### src/rtl/load_store_unit.sv
// RV32I load/store stage: one request at a time, word-wide memory port with byte strobes, stall timeout.
// Define MISALIGN_TRAP_EN to reject misaligned halfword/word accesses without touching memory.
module load_store_unit #(
    parameter int TIMEOUT_CYCLES = 255,
    parameter int TIMER_WIDTH    = 8
) (
    input  logic        CLK,
    input  logic        RESETN,
    input  logic        req_valid,
    output logic        req_ready,
    input  logic        req_store,
    input  logic [2:0]  req_funct3,
    input  logic [31:0] req_addr,
    input  logic [31:0] req_wdata,
    output logic        rsp_valid,
    output logic [31:0] rsp_rdata,
    output logic        rsp_err,
    output logic        mem_valid,
    input  logic        mem_ready,
    output logic [31:0] mem_addr,
    output logic [3:0]  mem_wstrb,
    output logic [31:0] mem_wdata,
    input  logic [31:0] mem_rdata
);
    typedef enum logic [1:0] {IDLE = 2'd0, MEM = 2'd1, RESP = 2'd2} state_t;

    localparam logic [TIMER_WIDTH-1:0] TIMER_LAST = TIMER_WIDTH'(TIMEOUT_CYCLES - 1);

    state_t                 state_q, state_d;
    logic [TIMER_WIDTH-1:0] timer_q, timer_d;
    logic                   store_q, store_d;
    logic [2:0]             funct3_q, funct3_d;
    logic [1:0]             addr_lo_q, addr_lo_d;
    logic [31:0]            mem_addr_q, mem_addr_d;
    logic [3:0]             mem_wstrb_q, mem_wstrb_d;
    logic [31:0]            mem_wdata_q, mem_wdata_d;
    logic [31:0]            rdata_q, rdata_d;
    logic                   err_q, err_d;

    logic        illegal;
    logic        misalign;
    logic [31:0] steer_wdata;
    logic [3:0]  steer_wstrb;
    logic [7:0]  ld_byte;
    logic [15:0] ld_half;
    logic [31:0] load_data;

    always_comb begin
        if (req_store) illegal = req_funct3[2] || (req_funct3[1:0] == 2'b11);
        else           illegal = (req_funct3[1:0] == 2'b11) || (req_funct3 == 3'b110);
    end

`ifdef MISALIGN_TRAP_EN
    assign misalign = ((req_funct3[1:0] == 2'b01) && req_addr[0]) ||
                      ((req_funct3[1:0] == 2'b10) && (req_addr[1:0] != 2'b00));
`else
    assign misalign = 1'b0;
`endif

    // Store data is replicated across all lanes; the strobes pick the lane(s) memory keeps.
    always_comb begin
        steer_wdata = 32'h0;
        steer_wstrb = 4'b0000;
        if (req_store) begin
            case (req_funct3[1:0])
                2'b00: begin
                    steer_wdata = {4{req_wdata[7:0]}};
                    steer_wstrb = 4'b0001 << req_addr[1:0];
                end
                2'b01: begin
                    steer_wdata = {2{req_wdata[15:0]}};
                    steer_wstrb = req_addr[1] ? 4'b1100 : 4'b0011;
                end
                default: begin
                    steer_wdata = req_wdata;
                    steer_wstrb = 4'b1111;
                end
            endcase
        end
    end

    always_comb begin
        ld_byte = mem_rdata[{addr_lo_q, 3'b000} +: 8];
        ld_half = addr_lo_q[1] ? mem_rdata[31:16] : mem_rdata[15:0];
        case (funct3_q)
            3'b000:  load_data = {{24{ld_byte[7]}}, ld_byte};
            3'b001:  load_data = {{16{ld_half[15]}}, ld_half};
            3'b100:  load_data = {24'h0, ld_byte};
            3'b101:  load_data = {16'h0, ld_half};
            default: load_data = mem_rdata;
        endcase
    end

    always_comb begin
        state_d     = state_q;
        timer_d     = timer_q;
        store_d     = store_q;
        funct3_d    = funct3_q;
        addr_lo_d   = addr_lo_q;
        mem_addr_d  = mem_addr_q;
        mem_wstrb_d = mem_wstrb_q;
        mem_wdata_d = mem_wdata_q;
        rdata_d     = rdata_q;
        err_d       = err_q;
        case (state_q)
            IDLE: begin
                if (req_valid) begin
                    store_d   = req_store;
                    funct3_d  = req_funct3;
                    addr_lo_d = req_addr[1:0];
                    timer_d   = '0;
                    if (illegal || misalign) begin
                        state_d = RESP;
                        err_d   = 1'b1;
                        rdata_d = 32'h0;
                    end else begin
                        state_d     = MEM;
                        mem_addr_d  = {req_addr[31:2], 2'b00};
                        mem_wstrb_d = steer_wstrb;
                        mem_wdata_d = steer_wdata;
                    end
                end
            end
            MEM: begin
                // A ready arriving on the timeout cycle still completes the access normally.
                if (mem_ready) begin
                    state_d = RESP;
                    err_d   = 1'b0;
                    rdata_d = store_q ? 32'h0 : load_data;
                end else if ((TIMEOUT_CYCLES != 0) && (timer_q == TIMER_LAST)) begin
                    state_d = RESP;
                    err_d   = 1'b1;
                    rdata_d = 32'h0;
                end else begin
                    timer_d = timer_q + 1'b1;
                end
            end
            RESP:    state_d = IDLE;
            default: state_d = IDLE;
        endcase
    end

    always_ff @(posedge CLK or negedge RESETN) begin
        if (!RESETN) begin
            state_q     <= IDLE;
            timer_q     <= '0;
            store_q     <= 1'b0;
            funct3_q    <= 3'b000;
            addr_lo_q   <= 2'b00;
            mem_addr_q  <= 32'h0;
            mem_wstrb_q <= 4'b0000;
            mem_wdata_q <= 32'h0;
            rdata_q     <= 32'h0;
            err_q       <= 1'b0;
        end else begin
            state_q     <= state_d;
            timer_q     <= timer_d;
            store_q     <= store_d;
            funct3_q    <= funct3_d;
            addr_lo_q   <= addr_lo_d;
            mem_addr_q  <= mem_addr_d;
            mem_wstrb_q <= mem_wstrb_d;
            mem_wdata_q <= mem_wdata_d;
            rdata_q     <= rdata_d;
            err_q       <= err_d;
        end
    end

    assign req_ready = (state_q == IDLE);
    assign mem_valid = (state_q == MEM);
    assign rsp_valid = (state_q == RESP);
    assign rsp_rdata = rdata_q;
    assign rsp_err   = err_q;
    assign mem_addr  = mem_addr_q;
    assign mem_wstrb = mem_wstrb_q;
    assign mem_wdata = mem_wdata_q;

endmodule
### config.mk
export PLATFORM = sky130hd
export DESIGN_NAME = load_store_unit
export DESIGN_NICKNAME = d
export VERILOG_FILES = /design/src/rtl/load_store_unit.sv
export SDC_FILE = /design/constraint.sdc
export NUM_CORES = 1
export LEC_CHECK = 0
export CAP_MARGIN = 25
export CORE_MARGIN = 2
export CORE_UTILIZATION = 44
export DETAILED_ROUTE_END_ITERATION = 12
export PLACE_DENSITY = 0.8
export SYNTH_ARGS = -nofsm -noshare
export SYNTH_HDL_FRONTEND = slang
export SYNTH_SLANG_ARGS = --single-unit
### constraint.sdc
create_clock -name CLK -period 2.8 [get_ports CLK]
set_clock_uncertainty 0.2 [all_clocks]
set_input_delay 0.28 -clock CLK [delete_from_list [all_inputs] [get_ports CLK]]
set_output_delay 0.28 -clock CLK [all_outputs]
set_load 0.005 [all_outputs]
==> impl_metrics.toml <==
[detailed_routing]
totalWireLength_mm = 15.5
vias = 4636
ant_nets = 0
drc = 0
drt-pass1-iter-count = 5
drt_iter0_drc = 307
avgViaCountPerCell = 5.33
wl_per_cell_microns = 17.8

[worst_setup_path]
critPathBufInv = 0
critPathKind = "reg2reg"
worstReg2RegStart = "addr_lo_q[1]"
r2r_end = "rsp_rdata[31]"
rrSetupSlack_ns = 0.38
crit_family = "compound AO/OA/AOI/OAI gates"
critPathArrivalTime_ns = 2.49
crit_required_ns = 2.87
path_max_fanout = 17
rr_worst_depth = 4
path_cells = "nor3b_1 -> a221oi_4 -> a21bo_1 -> o2bb2ai_1"
worst_path_largest_cell_delay_ns = 0.60
end_kind = "flop"
cp-start-kind = "flop"
startpoint = "addr_lo_q[1]"
cp_slowest_cell = "dfrtp_1"

[timing]
worst_slew_pin_slew_ns = 0.912
fin_hold_ws_ns = 0.139
finalCritPeriodShare = 0.866
finalHoldViolations = 0
relSlewSlack = 0.390
drv_slew = 0
fmax_mhz = 412
layout_min_cycle_time_ns = 2.42
setup_violations = 0
rsz0062_at_grt = "false"
fin_setup_tns_ns = 0

[placement]
dp_hpwl_mm = 11.4
gp_congestion = 0.867
numPortBuffers = 205

[yosys]
netlist_area_sq_mm = 0.00542
yosys.area.top_type = "dfrtp_1"
synth_ff_type = "dfrtp_1"
ys_seq_area_frac = 0.531
synth_area_leaders = "dfrtp_1 53%, mux2_2 6.9%, nand2_1 6.2%"
yosys_warnings = 0
synth_most_common_cell = "dfrtp_1"
ys_types = 55
ys_seq_elements = 115
yosysTopAreaCellShare = 0.531
syn_inst = 507
postSynthAreaPerCell_sq_um = 10.7
synthTopCellsByCount = "115 x dfrtp_1, 89 x nand2_1, 49 x o21ai_0"
async_flop_share = 1.00
synth-edff-count = 0

[global_route]
grt_pass1_wl_mm = 24.8
grt_usage = 0.241
grt_pass1_vias = 4908
antenna_found_initial = 0
gr-total-overflow = 0
grt_max_degree = 81

[final_layout]
fillers = 940
drive_above_1_share = 0.127
area_growth_pct = 52.1
final_nets = 816
diodes = 0

[clocking]
cts_root_buffer = "clkbuf_16"
cts_tree = "built"
clkTransAtPathRegs_ns = 0.05
cts_sinks = 115
numCtsBuffers = 17
clk_latency_ns = 0.41
htree_num_levels = 4
cts_buffer_depth = 2

[power]
leakage_nw = 3.60
power_per_cell_area_mw_per_mm2 = 977
ir_drop_v = 0.000523

[floorplanning]
std_cell_rows = 40
io_pins = 208
start_util = 0.451
die_h_microns = 115
die_x_microns = 115
die-area_sq_mm = 0.0132
core_sq_mm = 0.0120

[job]
cap_violations = 0

[min_path]
worstHoldPathType = "in2async"

[outcome]
status = "finished, final reports clean"
==> sequential cells by signal, indices dropped and copies added (netlist names) <==
register   count
rsp_rdata     32
mem_wdata     32
addr_lo_q      2
mem_wstrb      4
timer_q        8
mem_addr      30
funct3_q       3
rsp_err        1
state_q        2
store_q        1
==> layout make-up <==
| cell class | instances | area (sq um) | area share |
|---|---|---|---|
| timing repair buffer | 216 | 2170 | 0.263 |
| clock buffer | 20 | 467 | 0.0566 |
| multi-input combinational | 349 | 2330 | 0.283 |
| sequential | 115 | 2880 | 0.349 |
| inverter | 11 | 41.3 | 0.00501 |
| tap | 147 | 184 | 0.0223 |
| clock inverter | 12 | 176 | 0.0214 |
==> per-layer routing <==
metal / track usage / part of all wire
met5: 0 / 0
met4: 0.0964 / 0.027
met3: 0.0722 / 0.081
met2: 0.407 / 0.49
met1: 0.291 / 0.40
==> layout by cell type (no fill, tap or decap), drive strengths merged, types with 2 or more instances in the layout <==
| cell type | synthesis | routed |
|---|---|---|
| a21bo | 2 | 2 |
| a21o | 9 | 9 |
| a21oi | 9 | 9 |
| a221oi | 2 | 2 |
| a31oi | 2 | 2 |
| and3 | 2 | 2 |
| buf | 15 | 11 |
| bufinv | 0 | 4 |
| clkbuf | 18 | 20 |
| clkdlybuf4s50 | 0 | 204 |
| clkinv | 1 | 5 |
| clkinvlp | 0 | 2 |
| conb | 1 | 2 |
| dfrtp | 115 | 115 |
| ha | 2 | 2 |
| inv | 10 | 12 |
| mux2 | 40 | 40 |
| mux2i | 29 | 29 |
| nand2 | 89 | 89 |
| nand2b | 2 | 2 |
| nand3b | 2 | 2 |
| nand4 | 3 | 3 |
| nor2 | 37 | 37 |
| nor2b | 4 | 4 |
| nor3b | 2 | 2 |
| o21ai | 49 | 49 |
| o2bb2ai | 17 | 17 |
| o31ai | 16 | 16 |
| o32ai | 6 | 6 |
| or2 | 2 | 2 |
| xnor2 | 3 | 3 |
==> per-stage QoR <==
stage / cells / instance area, sq um / total power, mW / util / setup WS, ns
floorplan: 508 / 5430 / 3.95 / - / 0.739
detailed placement: 837 / 7590 / 5.74 / 0.632 / 0.133
finish: 870 / 8250 / 8.05 / 0.686 / 0.375
CTS: 870 / 8250 / 8.12 / 0.686 / 0.411
global placement: 836 / 7560 / 5.62 / 0.630 / 0.164
global route: 870 / 8250 / 8.50 / 0.686 / 0.214
==> worst max path at each step <==
| stage | slack (ns) | endpoint | cells after the start |
|---|---|---|---|
| floorplan | 0.74 | rsp_rdata[12] | 8 |
| global placement | 0.16 | rsp_rdata[17] | 5 |
| detailed placement | 0.13 | rsp_rdata[18] | 5 |
| CTS | 0.41 | rsp_rdata[29] | 4 |
| global route | 0.21 | rsp_rdata[19] | 4 |
| finish | 0.38 | rsp_rdata[31] | 4 |
==> logic make-up (layout without fill, tap and decap cells) <==
family | count (synthesis) | in the layout | share of synthesized area
XOR/XNOR | 3 | 3 | 0.00485
adder cells (fa/ha/maj) | 2 | 2 | 0.00462
other | 1 | 2 | 0.000692
flip-flops | 115 | 115 | 0.531
multiplexers | 69 | 69 | 0.141
buffers and inverters | 44 | 259 | 0.0408
AND/OR/NAND/NOR | 150 | 150 | 0.119
AO/OA/AOI/OAI | 123 | 123 | 0.158
==> what timing repair did <==
item | CTS | global route
gates resized for setup | 0 | 0
hold endpoints to repair | 26 | 0
hold buffers | 1 | 0
setup buffers | 0 | 0
==> report_power, final <==
| part | internal, mW | switching [mW] |
|---|---|---|
| Sequential | 2.32 | 0.475 |
| Clock | 1.56 | 0.774 |
| Combinational | 1.80 | 1.13 |
| Total | 5.68 | 2.37 |
==> worst reg2reg max path, stage by stage (launching register included) <==
cell,delay [ns]
dfrtp_1,0.60
nor3b_1,0.29
a221oi_4,0.48
a21bo_1,0.55
o2bb2ai_1,0.16
No activity file was read; power rests on OpenSTA's default activity.
